<file path="config.mk">
export PLATFORM = sky130hd
export DESIGN_NAME = controle_venda
export DESIGN_NICKNAME = d
export VERILOG_FILES = /design/src/rtl/venda_pkg.sv /design/src/rtl/controle_venda_detector_borda.sv /design/src/rtl/controle_venda.sv
export SDC_FILE = /design/constraint.sdc
export NUM_CORES = 1
export LEC_CHECK = 0
export BUFFER_PORTS_ARGS = -buffer_cell sky130_fd_sc_hd__buf_4
export CAP_MARGIN = 5
export CORE_ASPECT_RATIO = 0.8
export CORE_MARGIN = 2
export CORE_UTILIZATION = 50
export DETAILED_ROUTE_END_ITERATION = 7
export MAX_ROUTING_LAYER = met4
export PLACE_DENSITY = 0.76
export SLEW_MARGIN = 20
export SYNTH_ARGS = -nofsm -noshare
export SYNTH_HDL_FRONTEND = slang
export SYNTH_SLANG_ARGS = --single-unit
</file>
<file path="constraint.sdc">
create_clock -name clk -period 2.5 [get_ports clk]
set_input_delay 0.375 -clock clk [delete_from_list [all_inputs] [get_ports clk]]
set_output_delay 0.375 -clock clk [all_outputs]
set_load 0.01 [all_outputs]
</file>
<file path="src/rtl/venda_pkg.sv">
// Shared types for the vending transaction sequencer:
// state encoding toward the timer and coin codes/values.
package venda_pkg;

  typedef enum logic [1:0] {
    OCIOSO = 2'd0,
    COLETA = 2'd1,
    VENDA  = 2'd2,
    TROCO  = 2'd3
  } estado_t;

  localparam logic [1:0] MOEDA_NADA = 2'b00;
  localparam logic [1:0] MOEDA_25   = 2'b01;
  localparam logic [1:0] MOEDA_50   = 2'b10;
  localparam logic [1:0] MOEDA_100  = 2'b11;

  localparam logic [7:0] VALOR_25  = 8'd25;
  localparam logic [7:0] VALOR_50  = 8'd50;
  localparam logic [7:0] VALOR_100 = 8'd100;

  function automatic logic [7:0] valor_moeda(
    input logic [1:0] m
  );
    logic [7:0] v;
    v = 8'd0;
    unique case (m)
      MOEDA_25:  v = VALOR_25;
      MOEDA_50:  v = VALOR_50;
      MOEDA_100: v = VALOR_100;
      default:   v = 8'd0;
    endcase
    return v;
  endfunction

endpackage

</file>
<file path="src/rtl/controle_venda_detector_borda.sv">
// Falling-edge detector for one active-low strobe;
// history resets to 1 so a low level at reset release is seen once.
module detector_borda (
  input  logic clk,
  input  logic rst_n,
  input  logic sinal,
  output logic borda
);

  logic anterior;

  always_ff @(posedge clk) begin
    if (!rst_n)
      anterior <= 1'b1;
    else
      anterior <= sinal;
  end

  assign borda = anterior & ~sinal;

endmodule

</file>
<file path="src/rtl/controle_venda.sv">
// Vending sequencer: collects coins and a product key on timer
// phase strobes, then releases the product and returns change.
module controle_venda
  import venda_pkg::*;
#(
  parameter int PRECO       = 150,
  parameter int CREDITO_MAX = 200,
  parameter int PRODUTOS    = 9
) (
  input  logic       clk,
  input  logic       rst_n,
  input  logic       tempoTeclado,
  input  logic       tempoAcumulador,
  input  logic       tempo,
  input  logic [1:0] moeda,
  input  logic [3:0] tecla,
  input  logic       cancelar,
  output logic [1:0] estado,
  output logic [7:0] credito,
  output logic [3:0] produto,
  output logic       liberar,
  output logic [7:0] troco,
  output logic       troco_valido,
  output logic       erro
);

  localparam logic [7:0] PRECO_V  = 8'(PRECO);
  localparam logic [8:0] MAX_V    = 9'(CREDITO_MAX);
  localparam logic [3:0] PROD_MAX = 4'(PRODUTOS);

  estado_t    est;
  logic [1:0] pendente;
  logic [3:0] selecao;
  logic       cancela;
  logic       ev_tecl;
  logic       ev_acum;
  logic       ev_dec;
  logic [3:0] sel_nxt;
  logic [8:0] soma;

  detector_borda u_tecl (
    .clk   (clk),
    .rst_n (rst_n),
    .sinal (tempoTeclado),
    .borda (ev_tecl)
  );

  detector_borda u_acum (
    .clk   (clk),
    .rst_n (rst_n),
    .sinal (tempoAcumulador),
    .borda (ev_acum)
  );

  detector_borda u_dec (
    .clk   (clk),
    .rst_n (rst_n),
    .sinal (tempo),
    .borda (ev_dec)
  );

  // Keypad applies before the decision in the same cycle.
  always_comb begin
    sel_nxt = selecao;
    if (ev_tecl && tecla >= 4'd1 && tecla <= PROD_MAX)
      sel_nxt = tecla;
    soma = {1'b0, credito} + {1'b0, valor_moeda(pendente)};
  end

  always_ff @(posedge clk) begin
    if (!rst_n) begin
      est          <= OCIOSO;
      credito      <= 8'd0;
      produto      <= 4'd0;
      troco        <= 8'd0;
      liberar      <= 1'b0;
      troco_valido <= 1'b0;
      erro         <= 1'b0;
      pendente     <= MOEDA_NADA;
      selecao      <= 4'd0;
      cancela      <= 1'b0;
    end else begin
      liberar      <= 1'b0;
      troco_valido <= 1'b0;
      erro         <= 1'b0;
      if (cancelar)
        cancela <= 1'b1;
      if ((est == OCIOSO || est == COLETA) &&
          moeda != MOEDA_NADA && pendente == MOEDA_NADA)
        pendente <= moeda;
      unique case (est)
        OCIOSO: begin
          if (pendente != MOEDA_NADA || tecla != 4'd0 || cancela)
            est <= COLETA;
        end
        COLETA: begin
          selecao <= sel_nxt;
          if (ev_acum && pendente != MOEDA_NADA) begin
            if (soma <= MAX_V)
              credito <= soma[7:0];
            else
              erro <= 1'b1;
            pendente <= MOEDA_NADA;
          end
          // Decision looks at credit as registered this cycle.
          if (ev_dec) begin
            if (cancela)
              est <= TROCO;
            else if (sel_nxt != 4'd0 && credito >= PRECO_V)
              est <= VENDA;
          end
        end
        VENDA: begin
          liberar <= 1'b1;
          produto <= selecao;
          credito <= credito - PRECO_V;
          est     <= TROCO;
        end
        TROCO: begin
          troco        <= credito;
          troco_valido <= 1'b1;
          credito      <= 8'd0;
          selecao      <= 4'd0;
          cancela      <= 1'b0;
          pendente     <= MOEDA_NADA;
          est          <= OCIOSO;
        end
        default: est <= OCIOSO;
      endcase
    end
  end

  assign estado = est;

endmodule

</file>
Word-level counts from Yosys, hierarchy flattened
Index checks and enable logic that the tools add are counted.
{"block": "word_totals", "reg_bits": 35, "in_bits": 12, "wordCells": 75}
{"block": "op_classes", "add_sub_neg": 2, "magnitude_cmp": 4, "eq_ne": 11, "muxes": 17, "bitwise_logic": 7, "n_reduce_logical": 21}
{"cell": "$pmux W8 S3", "count": 1}
{"cell": "$pmux W7 S3", "count": 1}
{"cell": "$mux W8", "count": 2}
{"cell": "$mux W2", "count": 6}
{"cell": "$add A8 B8 Y9", "count": 1}
{"cell": "$le A9 B8 Y1 const B", "count": 1}
{"cell": "$reduce_and A3 Y1", "count": 3}
{"cell": "$eq A2 B2 Y1 const B", "count": 4}
{"cell": "$ge A8 B8 Y1 const B", "count": 1}
{"cell": "$pmux W2 S4", "count": 1}
{"cell": "$pmux W4 S2", "count": 1}
{"cell": "$reduce_bool A4 Y1", "count": 2}
{"cell": "$sub A8 B8 Y8 const B", "count": 1}
{"cell": "$logic_and A1 B1 Y1", "count": 6}
{"cell": "$ne A2 B1 Y1 const B", "count": 3}
{"cell": "$reduce_bool A2 Y1", "count": 3}
{"cell": "$eq A2 B1 Y1 const B", "count": 2}
{"cell": "$ge A4 B1 Y1 const B", "count": 1}
{"cell": "$le A4 B4 Y1 const B", "count": 1}
{"cell": "$logic_not A2 Y1", "count": 2}
{"cell": "$mux W4", "count": 1}
{"cell": "$not A1 Y1", "count": 4}
{"cell": "$pmux W2 S2", "count": 1}
{"cell": "$and A1 B1 Y1", "count": 3}
{"cell": "other kinds (6)", "count": 10}

Longest topological paths before layout
{"block": "depth", "word_depth": 11, "ltp_mapped": 13}

Modules after synthesis
Synthesis repeated with hierarchy kept, for this count alone.
{"block": "hier_totals", "hier_cells": 267, "area_unflattened_um2": 2239.6}
{"module": "controle_venda", "instances": 1, "cells_each": 258, "area_each_um2": 2142.1, "seq_area_each_um2": 640.6}
{"module": "detector_borda", "instances": 3, "cells_each": 3, "area_each_um2": 32.5, "seq_area_each_um2": 20.0}

Least setup slack after synthesis
No wires, ideal clock.
{"block": "synth_path", "kind": "reg2reg", "startpoint": "reg pendente[0]", "endpoint": "reg credito[7]", "setup_time_ns": 0.116, "t_arrival_ns": 2.648, "required_time_ns": 2.384, "setup_slack_ns": -0.265, "stages_incl_launch_ff": 13, "n_path_buf": 1, "path_cell_list": "dfxtp_1 -> inv_1 -> ha_1 -> ha_1 -> a31o_1 -> a21oi_4 -> xnor2_1 -> a311oi_1 -> a2111o_1 -> a311oi_4 -> buf_6 -> nand2_1 -> o211a_1"}
{"block": "synth_via", "elab_chain_len": 6, "elab_cells_between_ends": 14, "classes_between": "add/sub (1); order compare (1); eq/ne (5); mux (4); reduce/logical (3)"}
{"element": "start: declaration", "line_no": "controle_venda.sv:32", "text": "logic [1:0] pendente;"}
{"element": "start signal: assignment", "line_no": "controle_venda.sv:90", "text": "pendente <= moeda;"}
{"element": "$eq A2 B2 Y1 or $eq A2 B1 Y1 (tied branches)", "line_no": "venda_pkg.sv:26", "text": "unique case (m)"}
{"element": "$pmux W7 S3", "line_no": "venda_pkg.sv:26"}
{"element": "$add A8 B8 Y9", "line_no": "controle_venda.sv:67", "text": "soma = {1'b0, credito} + {1'b0, valor_moeda(pendente)};"}
{"element": "$le A9 B8 Y1 or $mux W8 (tied branches)", "line_no": "controle_venda.sv:99", "text": "if (soma <= MAX_V)"}
{"element": "$ne A2 B1 Y1 (no source line) or $mux W8 (tied branches)"}
{"element": "$reduce_and A3 Y1 (no source line) or $pmux W8 S3 (tied branches)"}
{"element": "end signal: assignment", "line_no": "controle_venda.sv:100", "text": "credito <= soma[7:0];"}
{"element": "end signal: assignment", "line_no": "controle_venda.sv:116", "text": "credito <= credito - PRECO_V;"}
{"element": "end: declaration", "line_no": "controle_venda.sv:19", "text": "output logic [7:0] credito,"}
Parallel ways exist; a longest one is shown, timed or not. The select of a mux whose other input is x is not followed.
A chain may end at the register's enable or synchronous reset.

Final worst setup path
{"block": "layout_path", "startpoint": "reg pendente[0]", "endpoint": "reg credito[0]"}
Same word-level chain as after synthesis.

==> metrics.md <==
| Metric | Value |
|---|---|
| Status | finished with violations |
| Violated checks | setup timing |
| Cell taking the most area after synthesis | dfxtp_1 |
| Layout Nets | 319 |
| Drt total wl | 5.19 mm |
| Worst-Margin Slew | 0.510 ns |
| Setup violations, final | 8 |
| Total grt overflow | 0 |
| Library cells used by synthesis | 52 |
| Clk_skew | 0.00715 ns |
| DR pass1 iterations | 4 |
| Commonest non-fill, non-tap cell in the layout | buf_4 |
| Antenna-violating nets left | 0 |
| Post-synthesis average cell area | 9.08 um2 |
| Drt wl/cell | 15.0 um |
| Layout cells sized above 1 | 36.6% |
| Worst hold slack | 0.268 ns |
| Hold EP | u_dec.anterior |
| Startpoint type of the worst setup path | flip-flop |
| Share of the synthesized area in the top cell type | 34.8% |
| Critical Path Slowest Stage Cell | a2111o_1 |
| Fin crit share | 111% |
| Hold_sp | tempo |
| Synth Register Bits | 35 |
| HP Class | in2reg |
| Clock Latency Late Sink | 0.29 ns |
| DIE AREA | 0.00456 mm2 |
| RSZ-0062 raised after global routing | yes |
| TritonCTS clock tree | done |
| Final hold violations | 0 |
| Total power | 3170 uW |
| CTS Hold Buffers Added | 0 |
| Max-Cap Viols | 0 |
| IO buf count | 36 |
| Synth Instances | 222 |
| Fin crit period | 2.77 ns |
| DRT iter0 DRCs | 120 |
| Post-synth EDFFs | 0 |
| Number of CTS-inserted buffers | 5 |
| Dpl cells | 334 |
| Chip width | 75.0 um |
| FF-to-FF setup slack | -0.27 ns |
| FF-to-FF Start | pendente[0] |
| Core area | 0.00383 mm2 |
| Area grow syn2layout | 40.8% |
| P_leak | 0.00125 uW |
| Post-route cell area | 0.00284 mm2 |
| Post-synthesis sequential area ratio | 34.8% |
| # IOs | 37 |
| Worst-path clk slew | 0.07 ns |
| Most frequent cells in the layout | buf_4, dfxtp_1, nand2_1 |
| Max H-tree Level | 2 |
| Sink Count | 35 |
| Total track usage | 24.7% |
| FF-to-FF path depth | 11 |
| Asr flop ratio synth | 0% |
| DRC Markers | 0 |
| Synthesized area | 0.00202 mm2 |
| Cells along the critical path | buf_6 > ha_4 > nand2_2 > fa_2 > xor2_2 > a311oi_1 > a2111o_1 > a311oi_4 > buf_6 > a21oi_1 > o21a_1 |
| Top_reg_cell synth | dfxtp_1 |
| VDD IR max | 659 uV |
| Final worst setup slack | -0.267 ns |
| Number of global-route vias before repair | 1777 |
| Die height | 60.8 um |
| Pwr per Cell Area | 1120 mW/mm2 |
| CP Capture Type | flip-flop |
| Pre-CTS WS | -0.359 ns |
| Clock tree buffer depth | 2 |
| Crit path required time | 2.69 ns |
| Most used cell, CP | buf_6 |
| Rel. slew slack | 65.9% |
| CP arrival | 2.95 ns |
| Synthesized Nets | 250 |
| Initial antenna violation count | 0 |
| Crit path kind | reg2reg |
| Worst Hold Depth | 2 |
| YS warnings | 0 |
| Vias | 1904 |
| Clock root cell | clkbuf_8 |
| N_diodes | 0 |
| Slew Viols, Final | 0 |
| Top cells by area, synth | dfxtp_1, ha_1, mux2i_1 |
| Area after DPL | 0.00258 mm2 |
| Worst R2R End | credito[0] |
| Starting Density | 52.6% |
| Pin count of the biggest net entering global routing | 32 |
| Critical Path Fanout Max | 5 |
| Global-route wire length before repair | 8.23 mm |
| Peak Freq | 0.361 GHz |
| # rows | 20 |
| Vias per inst | 5.49 |
| Post-route insts no fill | 347 |
| DP HPWL | 3.45 mm |
| Biggest cell delay along the critical path | 0.46 ns |
| GPL Wtd Cong | 0.832 |
[cells in the mapped netlist (2+ instances only)]
master,instances
buf_2,2
and2_1,2
a22oi_1,6
a21oi_1,8
nor2b_1,16
nor2_1,10
xnor2_1,5
and3_1,3
dfxtp_1,35
mux2i_1,13
o21ai_0,7
ha_1,15
inv_1,11
clkbuf_1,5
or2_2,2
xor2_1,6
a31oi_1,4
o211ai_1,3
nand2b_1,6
o21ai_1,3
o211a_1,6
nand2_1,21
nor3_1,4
[area by class of cell]
type                            count  area (um2)
Multi-Input combinational cell    167        1360
Tap cell                           55        68.8
Fill cell                         292         990
Sequential cell                    35         708
Clock buffer                        7        96.3
Clock inverter                      1        7.51
Inverter                           11        46.3
Timing Repair Buffer               71         548
[logic make-up (layout without fill, tap and decap cells)]
logic type,count (synthesis),after routing,synth area share (%)
xor+xnor,11,11,4.78
mux,13,13,6.46
compound gates,54,54,20.5
flops,35,35,34.8
fa+ha+maj,16,16,10.3
simple gates,73,73,19.0
buf+inv,20,90,4.22
[per-layer routing]
layer	up-vias	global-route usage [%]	wire length, um
li1	922	-	-
met1	896	31.4	2270
met2	72	38.7	2510
met3	14	5.32	289
met4	0	8.67	119
met5	-	-	0
[repair_timing]
item | CTS | global route
endpoints found under the setup margin | 9 | 9
gates resized for setup | 18 | 5
buffers inserted | 4 | 1
pin swaps | 14 | 2
[how the worst max path moves through the flow]
stage / slack, ns / from / depth (start not counted) / end
5_1_grt: -0.33 / pendente[0] / 11 / credito[1]
3_5_place_dp: -0.36 / pendente[0] / 13 / credito[0]
3_3_place_gp: -0.30 / pendente[0] / 12 / credito[0]
4_1_cts: -0.15 / pendente[0] / 12 / credito[0]
6_report: -0.27 / pendente[0] / 11 / credito[0]
2_1_floorplan: -0.24 / pendente[1] / 13 / credito[7]
[power breakdown]
group | switching [uW] | total [uW] | leakage (uW) | internal (uW)
Sequential | 140 | 805 | 0.000287 | 664
Combinational | 921 | 1910 | 0.000908 | 988
Clock | 205 | 456 | 0.0000505 | 250
Total | 1270 | 3170 | 0.00125 | 1900
[metrics by stage]
stage          utilization (%)  setup TNS [ns]
4_1_cts                   73.6           -1.03
6_report                  74.2           -1.98
5_1_grt                   74.2           -2.49
3_5_place_dp              67.3           -2.68
2_1_floorplan                -           -1.57
3_3_place_gp              67.3           -2.21
[flip-flops by register name (all words and copies together) (netlist names)]
name / cells
liberar: 1
u_acum.anterior: 1
troco_valido: 1
u_tecl.anterior: 1
pendente: 2
estado: 2
cancela: 1
produto: 4
troco: 8
credito: 8
erro: 1
u_dec.anterior: 1
selecao: 4
[critical path: cells and delay by family (launching register included)]
family          cells  cell delay (ns)
xor+xnor            1             0.26
compound gates      5             1.15
simple gates        1             0.06
fa+ha+maj           2             0.53
buf+inv             2             0.27
flops               1             0.38
(Power assumes the default switching activity.)
